`src/rtl/vec_stream_pkg.sv`:
```
// Package for the vector sample drain.
// Holds the vector/lane geometry, the unpacker state encoding and the
// vector word type shared by the top level and the FIFO user.
package vec_stream_pkg;
  localparam int VEC_W  = 128;
  localparam int LANE_W = 16;
  localparam int LANES  = VEC_W / LANE_W;

  typedef enum logic {IDLE, STREAM} drain_state_t;
  typedef logic [VEC_W-1:0] vec_t;
endpackage

```
`src/rtl/sync_fifo.sv`:
```
// Single-clock FIFO with a count-based full/empty.
// Ports:
//   clk, reset        clock, synchronous active-high reset
//   push, push_data   write request and data
//   pop               read request; head advances at the clock edge
//   head_data         current head word, valid while !empty
//   full, empty       status derived from the occupancy count
//   level             occupancy count, 0..DEPTH
module sync_fifo #(
  parameter int WIDTH = 128,
  parameter int DEPTH = 8
) (
  input  logic                   clk,
  input  logic                   reset,
  input  logic                   push,
  input  logic [WIDTH-1:0]       push_data,
  input  logic                   pop,
  output logic [WIDTH-1:0]       head_data,
  output logic                   full,
  output logic                   empty,
  output logic [$clog2(DEPTH):0] level
);
  localparam int PTR_W = $clog2(DEPTH);
  localparam logic [PTR_W:0] FULL_CNT = (PTR_W+1)'(DEPTH);

  logic [WIDTH-1:0] mem_q [DEPTH];
  logic [PTR_W-1:0] wr_ptr_q, wr_ptr_d;
  logic [PTR_W-1:0] rd_ptr_q, rd_ptr_d;
  logic [PTR_W:0]   count_q, count_d;
  logic             push_ok, pop_ok;

  assign empty     = (count_q == '0);
  assign full      = (count_q == FULL_CNT);
  assign level     = count_q;
  assign head_data = mem_q[rd_ptr_q];

  // A pop frees a slot in the same cycle, so a push into a full FIFO
  // is still accepted when it coincides with a pop.
  assign pop_ok  = pop && !empty;
  assign push_ok = push && (!full || pop_ok);

  always_comb begin
    wr_ptr_d = wr_ptr_q;
    rd_ptr_d = rd_ptr_q;
    count_d  = count_q;
    if (push_ok) wr_ptr_d = wr_ptr_q + PTR_W'(1);
    if (pop_ok)  rd_ptr_d = rd_ptr_q + PTR_W'(1);
    case ({push_ok, pop_ok})
      2'b10:   count_d = count_q + (PTR_W+1)'(1);
      2'b01:   count_d = count_q - (PTR_W+1)'(1);
      default: count_d = count_q;
    endcase
  end

  always_ff @(posedge clk) begin
    if (reset) begin
      wr_ptr_q <= '0;
      rd_ptr_q <= '0;
      count_q  <= '0;
    end else begin
      wr_ptr_q <= wr_ptr_d;
      rd_ptr_q <= rd_ptr_d;
      count_q  <= count_d;
    end
  end

  // Storage is not reset; occupancy is tracked by count_q alone.
  always_ff @(posedge clk) begin
    if (push_ok) mem_q[wr_ptr_q] <= push_data;
  end
endmodule

```
`src/rtl/vec_sample_drain.sv`:
```
// Vector sample drain.
// Captures 128-bit vector stores that land in an address window, queues
// them, and streams each word out lane by lane (lane 0 first) on a
// valid/ready interface. The core cannot be stalled, so a store that
// finds the queue full is dropped and flagged in a sticky overflow bit.
// Ports:
//   clk, reset                    clock, synchronous active-high reset
//   wren_b, addr_b, data_b        core vector store port
//   out_valid/out_ready           sample stream handshake
//   out_sample, out_last          current lane, last-lane marker
//   fifo_level                    queued words (excludes the held word)
//   overflow, clear_ovf           sticky drop flag and its clear
module vec_sample_drain
  import vec_stream_pkg::VEC_W, vec_stream_pkg::vec_t,
         vec_stream_pkg::drain_state_t, vec_stream_pkg::IDLE,
         vec_stream_pkg::STREAM;
#(
  parameter int                ADDR_W   = 32,
  parameter logic [ADDR_W-1:0] WIN_BASE = 'h0400,
  parameter logic [ADDR_W-1:0] WIN_SIZE = 'h0010,
  parameter int                DEPTH    = 8,
  parameter int                LANE_W   = 16
) (
  input  logic                   clk,
  input  logic                   reset,
  input  logic                   wren_b,
  input  logic [ADDR_W-1:0]      addr_b,
  input  logic [VEC_W-1:0]       data_b,
  output logic                   out_valid,
  input  logic                   out_ready,
  output logic [LANE_W-1:0]      out_sample,
  output logic                   out_last,
  output logic [$clog2(DEPTH):0] fifo_level,
  output logic                   overflow,
  input  logic                   clear_ovf
);
  localparam int LANES  = VEC_W / LANE_W;
  localparam int LIDX_W = (LANES > 1) ? $clog2(LANES) : 1;
  localparam logic [LIDX_W-1:0] LAST_LANE = LIDX_W'(LANES - 1);

  // Window decode; the end address is one bit wider so a window that
  // touches the top of the address space does not wrap.
  logic [ADDR_W:0] win_end;
  logic            hit;
  assign win_end = {1'b0, WIN_BASE} + {1'b0, WIN_SIZE};
  assign hit     = wren_b && (addr_b >= WIN_BASE) && ({1'b0, addr_b} < win_end);

  vec_t fifo_head;
  logic fifo_full, fifo_empty, fifo_pop;

  sync_fifo #(.WIDTH(VEC_W), .DEPTH(DEPTH)) u_fifo (
    .clk       (clk),
    .reset     (reset),
    .push      (hit),
    .push_data (data_b),
    .pop       (fifo_pop),
    .head_data (fifo_head),
    .full      (fifo_full),
    .empty     (fifo_empty),
    .level     (fifo_level)
  );

  // Overflow: a set in the same cycle as a clear keeps the flag high.
  logic ovf_q, ovf_d, ovf_set;
  assign ovf_set = hit && fifo_full && !fifo_pop;
  assign overflow = ovf_q;

  always_comb begin
    ovf_d = ovf_q;
    if (ovf_set)        ovf_d = 1'b1;
    else if (clear_ovf) ovf_d = 1'b0;
  end

  // Unpacker
  drain_state_t      state_q, state_d;
  vec_t              hold_q, hold_d;
  logic [LIDX_W-1:0] lane_q, lane_d;

  always_ff @(posedge clk) begin
    if (reset) begin
      state_q <= IDLE;
      hold_q  <= '0;
      lane_q  <= '0;
      ovf_q   <= 1'b0;
    end else begin
      state_q <= state_d;
      hold_q  <= hold_d;
      lane_q  <= lane_d;
      ovf_q   <= ovf_d;
    end
  end

  // Next state; the last-lane transfer reloads from the FIFO directly so
  // consecutive vectors stream without a bubble.
  always_comb begin
    state_d  = state_q;
    hold_d   = hold_q;
    lane_d   = lane_q;
    fifo_pop = 1'b0;
    case (state_q)
      IDLE: begin
        if (!fifo_empty) begin
          fifo_pop = 1'b1;
          hold_d   = fifo_head;
          lane_d   = '0;
          state_d  = STREAM;
        end
      end
      STREAM: begin
        if (out_ready) begin
          if (lane_q == LAST_LANE) begin
            lane_d = '0;
            if (!fifo_empty) begin
              fifo_pop = 1'b1;
              hold_d   = fifo_head;
            end else begin
              state_d = IDLE;
            end
          end else begin
            lane_d = lane_q + LIDX_W'(1);
          end
        end
      end
      default: state_d = IDLE;
    endcase
  end

  // Outputs are driven from registered state only, so they stay stable
  // under backpressure.
  always_comb begin
    out_valid  = 1'b0;
    out_sample = '0;
    out_last   = 1'b0;
    if (state_q == STREAM) begin
      out_valid  = 1'b1;
      out_sample = hold_q[lane_q*LANE_W +: LANE_W];
      out_last   = (lane_q == LAST_LANE);
    end
  end
endmodule

```
`config.mk`:
```
export PLATFORM = sky130hd
export DESIGN_NAME = vec_sample_drain
export DESIGN_NICKNAME = d
export VERILOG_FILES = /design/src/rtl/vec_stream_pkg.sv /design/src/rtl/sync_fifo.sv /design/src/rtl/vec_sample_drain.sv
export SDC_FILE = /design/constraint.sdc
export NUM_CORES = 1
export LEC_CHECK = 0
export CORE_MARGIN = 2
export CORE_UTILIZATION = 35
export CTS_BUF_LIST = sky130_fd_sc_hd__clkbuf_8
export CTS_CLUSTER_DIAMETER = 120
export DETAILED_ROUTE_END_ITERATION = 16
export PLACE_DENSITY = 0.59
export SETUP_SLACK_MARGIN = 0.5
export SLEW_MARGIN = 25
export SYNTH_ARGS = -nofsm -noshare
export SYNTH_HDL_FRONTEND = slang
export SYNTH_SLANG_ARGS = --single-unit
```
`constraint.sdc`:
```
create_clock -name clk -period 16.25 [get_ports clk]
set_input_delay 2.4375 -clock clk [delete_from_list [all_inputs] [get_ports clk]]
set_output_delay 2.4375 -clock clk [all_outputs]
set_load 0.005 [all_outputs]
```
==> metrics.csv, run 1 <==
metric,value,unit
result of the run,"finished, final reports clean",
Detailed Place HPWL,59.1,mm
total instance count after detailed placement,3839,
pin count of the biggest net entering global routing,129,
net switching power figure,2.13,mW
overall die width,360,um
top post-synthesis cells by area,"sky130_fd_sc_hd__edfxtp_1, sky130_fd_sc_hd__mux4_2, sky130_fd_sc_hd__dfxtp_1",
total overflow reported by the global router,0,
number of post-CTS setup repair buffers,0,
peak ir drop on the vdd network,0.144,mV
CP Class,primary input to register,
fin cells,4179,
floorplan die height,360,um
Mapped Avg Cell Area,21.1,sq um
number of hold buffers added after CTS,0,
Final Hold Fails,0,
layout-stage area growth over the synthesis result,16.4,%
Final Cycle Share,0.384,
"top library cells by usage in the layout, fill and taps aside","sky130_fd_sc_hd__edfxtp_1, sky130_fd_sc_hd__mux4_2, sky130_fd_sc_hd__clkbuf_8, sky130_fd_sc_hd__clkdlybuf4s50_1, sky130_fd_sc_hd__nor2_1",
cell area after synthesis,44300,sq um
total wire length,103,mm
kind of cell adding the most delay to the critical path,buffers and inverters,
total power,7.51,mW
headroom to the max-slew limit,0.292,
Final GP Congestion,0.750,
highest net fanout along the worst path,48,
clock slew at reported path FFs,0.06,ns
area after detailed placement,48100,sq um
drt pass-1 iters,5,
maxcap violations,0,
net count after synthesis,2271,
top metal layer carrying routed signals,met5,
total routing resource utilization after global routing,0.158,
routed vias,21200,
Max Slew Vio Count,0,
setup repair after global routing missed its margin,no,
Final Setup Violations,0,
total routed wire length on the met1 layer,44.9,mm
number of buffers created by CTS,178,
met3 layer wire length in the routed design,5.59,mm
core utilization of the finished layout,0.410,
total internal power,5.38,mW
initial standard-cell utilization of the core,0.353,
Critical Path Max Stage Delay,0.81,ns
leakage component of the power,15.8,nW
CP max-delay cell,sky130_fd_sc_hd__buf_4,
clock tree skew after final layout,0.0400,ns
wire length on met2,50.3,mm
sequential element share of the synthesized area,0.760,
Slew @ Worst Pin,1.06,ns
library cell appearing most often on the critical path,sky130_fd_sc_hd__buf_4,
net switching fraction of the power,0.283,
Setup crit end kind,register,
antenna violations before repair,25,
count of nets left with antenna violations after detail routing,0,
Yosys cell types,40,
relative contribution of the clock network to total power,0.309,
"final std cell area, no fill",51600,sq um
root buffer cell,sky130_fd_sc_hd__clkbuf_8,
area share of the largest cell type after synthesis,0.694,
Clock Latency Late Sink,0.84,ns
area of the core,126000,sq um
share of final-layout standard cells stronger than drive strength 1,0.231,
Port Buf Inserts,183,
routed len/inst,24.7,um
# rows,130,
number of nets in the final layout,2542,
"most common cell after layout, fill and taps aside",sky130_fd_sc_hd__edfxtp_1,
most area-hungry cell type in the Yosys netlist,sky130_fd_sc_hd__edfxtp_1,
# resized after CTS,0,
critical-path cell list,clkdlybuf4s50_1 > nor4b_2 > nand4_1 > nor3_1 > nand2_1 > nor3b_2 > buf_4 > buf_4 > buf_4,
type of element launching the critical path,primary input,
clock tree buffer depth,3,
Die Outline Area,130000,sq um
I/O pin count,188,
buffers and inverters on the worst path,4,
cell count after synthesis,2099,
CTS tree,done,
shortest period the worst path allows,6.25,ns
Hold/Removal Path Class,register to register,
share of total power in sequential cells,0.478,
vias per cell,5.08,
Combinational Power Share,0.213,
number of DRC markers in iteration 0,1714,
timing-limited maximum frequency,0.160,GHz
setup TNS,0,ns
count of yosys warnings during synthesis,0,
maximum level of the CTS H-tree,4,
Power Density,146,nW/um^2
wire length of the first global-routing pass,151,mm
via count of the first global-routing pass,21900,
Worst EP arrival,6.68,ns
DRC violation count after routing,0,
sinks on the clock net,1170,
required time reported for the critical path endpoint,16.68,ns
number of flip-flops and latches in the synthesized netlist,1170,
[registers in the layout, indices dropped and copies added, names as in the netlist, named ones only]
| register | cells |
|---|---|
| u_fifo.wr_ptr_q | 3 |
| u_fifo.rd_ptr_q | 3 |
| state_q | 1 |
| u_fifo.level | 4 |
| u_fifo.mem_q | 1024 |
| lane_q | 3 |
| overflow | 1 |
| hold_q | 128 |
[kinds of logic after synthesis]
| logic type | after synthesis | share of synthesized area |
|---|---|---|
| AO/OA/AOI/OAI | 144 | 0.0240 |
| buffers and inverters | 133 | 0.0123 |
| AND/OR/NAND/NOR | 204 | 0.0211 |
| multiplexers | 437 | 0.180 |
| flip-flops | 1170 | 0.760 |
| adder cells (fa/ha/maj) | 7 | 0.00215 |
| XOR/XNOR | 4 | 0.000790 |
[area by class of cell]
cell class / count / area, sq um
Sequential cell: 1170 / 33700
Clock buffer: 193 / 2660
Antenna cell: 5 / 12.5
Timing Repair Buffer: 220 / 2190
Clock inverter: 141 / 802
Inverter: 4 / 15.0
Multi-Input combinational cell: 796 / 10200
Tap cell: 1650 / 2060
Fill cell: 10900 / 74100
[power groups by stage]
stage	Clock [mW]	Combinational, mW	Sequential [mW]
2_1_floorplan	0	1.24	3.54
3_3_place_gp	0	1.61	3.65
3_5_place_dp	0	1.64	3.65
4_1_cts	2.39	1.64	3.59
5_1_grt	2.51	1.76	3.61
6_report	2.32	1.60	3.59
[worst reg2reg max path: stages (launching register included)]
cell and delay [ns]:
sky130_fd_sc_hd__dfxtp_2 0.76, sky130_fd_sc_hd__buf_4 0.49, sky130_fd_sc_hd__ha_1 0.23, sky130_fd_sc_hd__ha_1 0.23, sky130_fd_sc_hd__a21boi_0 0.11, sky130_fd_sc_hd__buf_4 0.18, sky130_fd_sc_hd__and3_2 0.24, sky130_fd_sc_hd__nor3_1 0.36
sky130_fd_sc_hd__nand2_1 0.28, sky130_fd_sc_hd__nor3b_2 0.24, sky130_fd_sc_hd__buf_4 0.55, sky130_fd_sc_hd__buf_4 0.76, sky130_fd_sc_hd__buf_4 0.91
[stage by stage]
| stage | hold WS [ns] | setup slack (ns) |
|---|---|---|
| after CTS | 0.487 | 9.96 |
| after floorplan | 0.454 | 2.73 |
| after global placement | 0.485 | 9.12 |
| after detailed placement | 0.475 | 9.09 |
| final | 0.481 | 10.00 |
| after global routing | 0.520 | 9.66 |
[synthesized netlist by cell type, drive strengths merged]
library cell,n
a211oi,128
a21boi,2
a21o,1
a21oi,7
a22oi,1
a32oi,1
and2,1
and3,1
buf,61
clkbuf,68
dfxtp,146
edfxtp,1024
fa,1
ha,6
inv,4
mux2,4
mux2i,145
mux4,288
nand2,8
nand2b,1
nand4,2
nor2,150
nor2b,19
nor3,6
nor3b,2
nor4,6
nor4b,4
o211ai,1
o21ai,2
o31a,1
or2,1
or3,3
xnor2,2
xor2,2
[worst paths after layout]
path	from	endpoint	slack [ns]	cells after the start
max	addr_b[12]	u_fifo.mem_q[6][97]	10.00	9
min	u_fifo.rd_ptr_q[1]	register	0.48	2
max reg2reg	lane_q[0]	u_fifo.mem_q[6][97]	10.47	12
min reg2reg	u_fifo.rd_ptr_q[1]	register	0.48	2
[layer usage]
metal	vias up	track usage
li1	9284	-
met1	11200	0.214
met2	530	0.256
met3	195	0.0371
met4	24	0.0442
met5	-	0
Note: power is estimated with default switching activity, not from simulation.
==> inputs of run 2 (changes only) <==
--- a/config.mk
+++ b/config.mk
@@ -10,7 +10,7 @@
 export CTS_BUF_LIST = sky130_fd_sc_hd__clkbuf_8
 export CTS_CLUSTER_DIAMETER = 120
 export DETAILED_ROUTE_END_ITERATION = 16
-export PLACE_DENSITY = 0.59
+export PLACE_DENSITY = 0.57
 export SETUP_SLACK_MARGIN = 0.5
 export SLEW_MARGIN = 25
 export SYNTH_ARGS = -nofsm -noshare
==> constraint.sdc (replaced) <==
create_clock -name clk -period 6 [get_ports clk]
set_input_delay 0.9 -clock clk [delete_from_list [all_inputs] [get_ports clk]]
set_output_delay 0.9 -clock clk [all_outputs]
set_load 0.005 [all_outputs]
==> metrics.csv, run 2 (same netlist as run 1, synthesis figures left out) <==
metric,value,unit,change
result of the run,"finished, final reports clean",,unchanged
total power,20.6,mW,was 7.51 mW
number of post-CTS setup repair buffers,0,,unchanged
critical-path cell list,buf_4 > mux4_2 > mux2i_1 > nor2b_1 > clkdlybuf4s50_1,,was clkdlybuf4s50_1 > nor4b_2 > nand4_1 > nor3_1 > nand2_1 > nor3b_2 > buf_4 > buf_4 > buf_4
setup repair after global routing missed its margin,no,,unchanged
number of nets in the final layout,2545,,was 2542
register with the most flip-flops,u_fifo.mem_q,,unchanged
highest net fanout along the worst path,31,,was 48
Final Hold Fails,0,,unchanged
via count of the first global-routing pass,22000,,was 21900
I/O pin count,188,,unchanged
pin count of the biggest net entering global routing,185,,was 129
leakage component of the power,15.9,nW,was 15.8 nW
antenna violations before repair,32,,was 25
timing-limited maximum frequency,0.208,GHz,
headroom to the max-slew limit,0.380,,was 0.292
Die Outline Area,130000,sq um,unchanged
root buffer cell,sky130_fd_sc_hd__clkbuf_8,,unchanged
initial standard-cell utilization of the core,0.353,,unchanged
share of final-layout standard cells stronger than drive strength 1,0.234,,was 0.231
required time reported for the critical path endpoint,5.10,ns,was 16.68 ns
drt pass-1 iters,5,,unchanged
type of element launching the critical path,register,,was primary input
# resized after CTS,0,,unchanged
Hold/Removal Path Class,register to register,,unchanged
Port Buf Inserts,183,,unchanged
Worst EP arrival,3.91,ns,was 6.68 ns
maximum level of the CTS H-tree,4,,unchanged
clock slew at reported path FFs,0.06,ns,about the same
shortest period the worst path allows,4.81,ns,
Final GP Congestion,0.733,,was 0.750
Final Cycle Share,0.802,,
core utilization of the finished layout,0.413,,was 0.410
CP max-delay cell,sky130_fd_sc_hd__mux4_2,,was sky130_fd_sc_hd__buf_4
setup TNS,0,ns,unchanged
number of flip-flops in the largest register,1024,,unchanged
Final Setup Violations,0,,unchanged
Power Density,396,nW/um^2,was 146 nW/um^2
sinks on the clock net,1170,,unchanged
Clock Latency Late Sink,0.89,ns,was 0.84 ns
DRC violation count after routing,0,,unchanged
total routing resource utilization after global routing,0.161,,was 0.158
Slew @ Worst Pin,0.929,ns,was 1.06 ns
overall die width,360,um,unchanged
vias per cell,5.11,,was 5.08
"top library cells by usage in the layout, fill and taps aside","sky130_fd_sc_hd__edfxtp_1, sky130_fd_sc_hd__mux4_2, sky130_fd_sc_hd__clkbuf_8, sky130_fd_sc_hd__clkdlybuf4s50_1, sky130_fd_sc_hd__nor2_1",,unchanged
Max Slew Vio Count,0,,unchanged
number of buffers created by CTS,180,,was 178
wire length of the first global-routing pass,151,mm,about the same
total wire length,105,mm,was 103 mm
count of nets left with antenna violations after detail routing,0,,unchanged
area of the core,126000,sq um,unchanged
CTS tree,done,,unchanged
number of hold buffers added after CTS,0,,unchanged
# rows,130,,unchanged
clock tree skew after final layout,0.0341,ns,was 0.0400 ns
Setup crit end kind,output pin,,was register
maxcap violations,0,,unchanged
Detailed Place HPWL,58.4,mm,was 59.1 mm
"most common cell after layout, fill and taps aside",sky130_fd_sc_hd__edfxtp_1,,unchanged
routed vias,21400,,was 21200
peak ir drop on the vdd network,0.310,mV,was 0.144 mV
clock tree buffer depth,3,,unchanged
number of DRC markers in iteration 0,1914,,was 1714
layout-stage area growth over the synthesis result,17.1,%,was 16.4%
floorplan die height,360,um,unchanged
Critical Path Max Stage Delay,0.69,ns,was 0.81 ns
CP Class,register to output pin,,was primary input to register
total overflow reported by the global router,0,,unchanged
routed len/inst,25.0,um,was 24.7 um
## run 2: worst max-delay path, delay by kind of cell (launching register included)
| family | cells | cell delay [ns] |
|---|---|---|
| mux | 2 | 1.30 |
| buf+inv | 2 | 1.14 |
| flops | 1 | 0.42 |
| simple gates | 1 | 0.14 |
## run 2: worst paths after layout
path	slack, ns	start	endpoint	cells after the start
min reg2reg	0.47	u_fifo.rd_ptr_q[1]	register	2
min	0.47	u_fifo.rd_ptr_q[1]	register	2
max	1.19	lane_q[0]	out_sample[14]	5
max reg2reg	2.15	lane_q[2]	u_fifo.mem_q[5][25]	8
## run 2: area by class of cell
class	instances	area, sq um
clock buffer	202	2780
timing repair buffer	221	2350
tap	1650	2060
inverter	4	15.0
antenna	6	15.0
sequential	1170	33700
fill	10900	73800
multi-input combinational	796	10200
clock inverter	133	759
## run 2: report_power, final
part	switching [mW]	internal, mW	total (mW)
sequential	0.453	9.27	9.73
combinational	2.33	2.09	4.42
clock	3.05	3.36	6.41
## run 2: through the flow
step / cell area [sq um] / setup WS, ns / instances / hold WS [ns]
6_report: 51900 / 1.19 / 4182 / 0.474
5_1_grt: 51900 / 1.07 / 4179 / 0.486
4_1_cts: 51900 / 1.11 / 4176 / 0.436
3_5_place_dp: 48400 / 1.62 / 3841 / 0.468
3_3_place_gp: 48400 / 1.61 / 3841 / 0.479
2_1_floorplan: 44500 / -0.477 / 2099 / 0.454
## run 2: per-layer routing
layer | share of wire | global-route usage
met1 | 0.43 | 0.216
met5 | 0.0023 | 0
met4 | 0.026 | 0.0553
met3 | 0.072 | 0.0458
met2 | 0.47 | 0.250
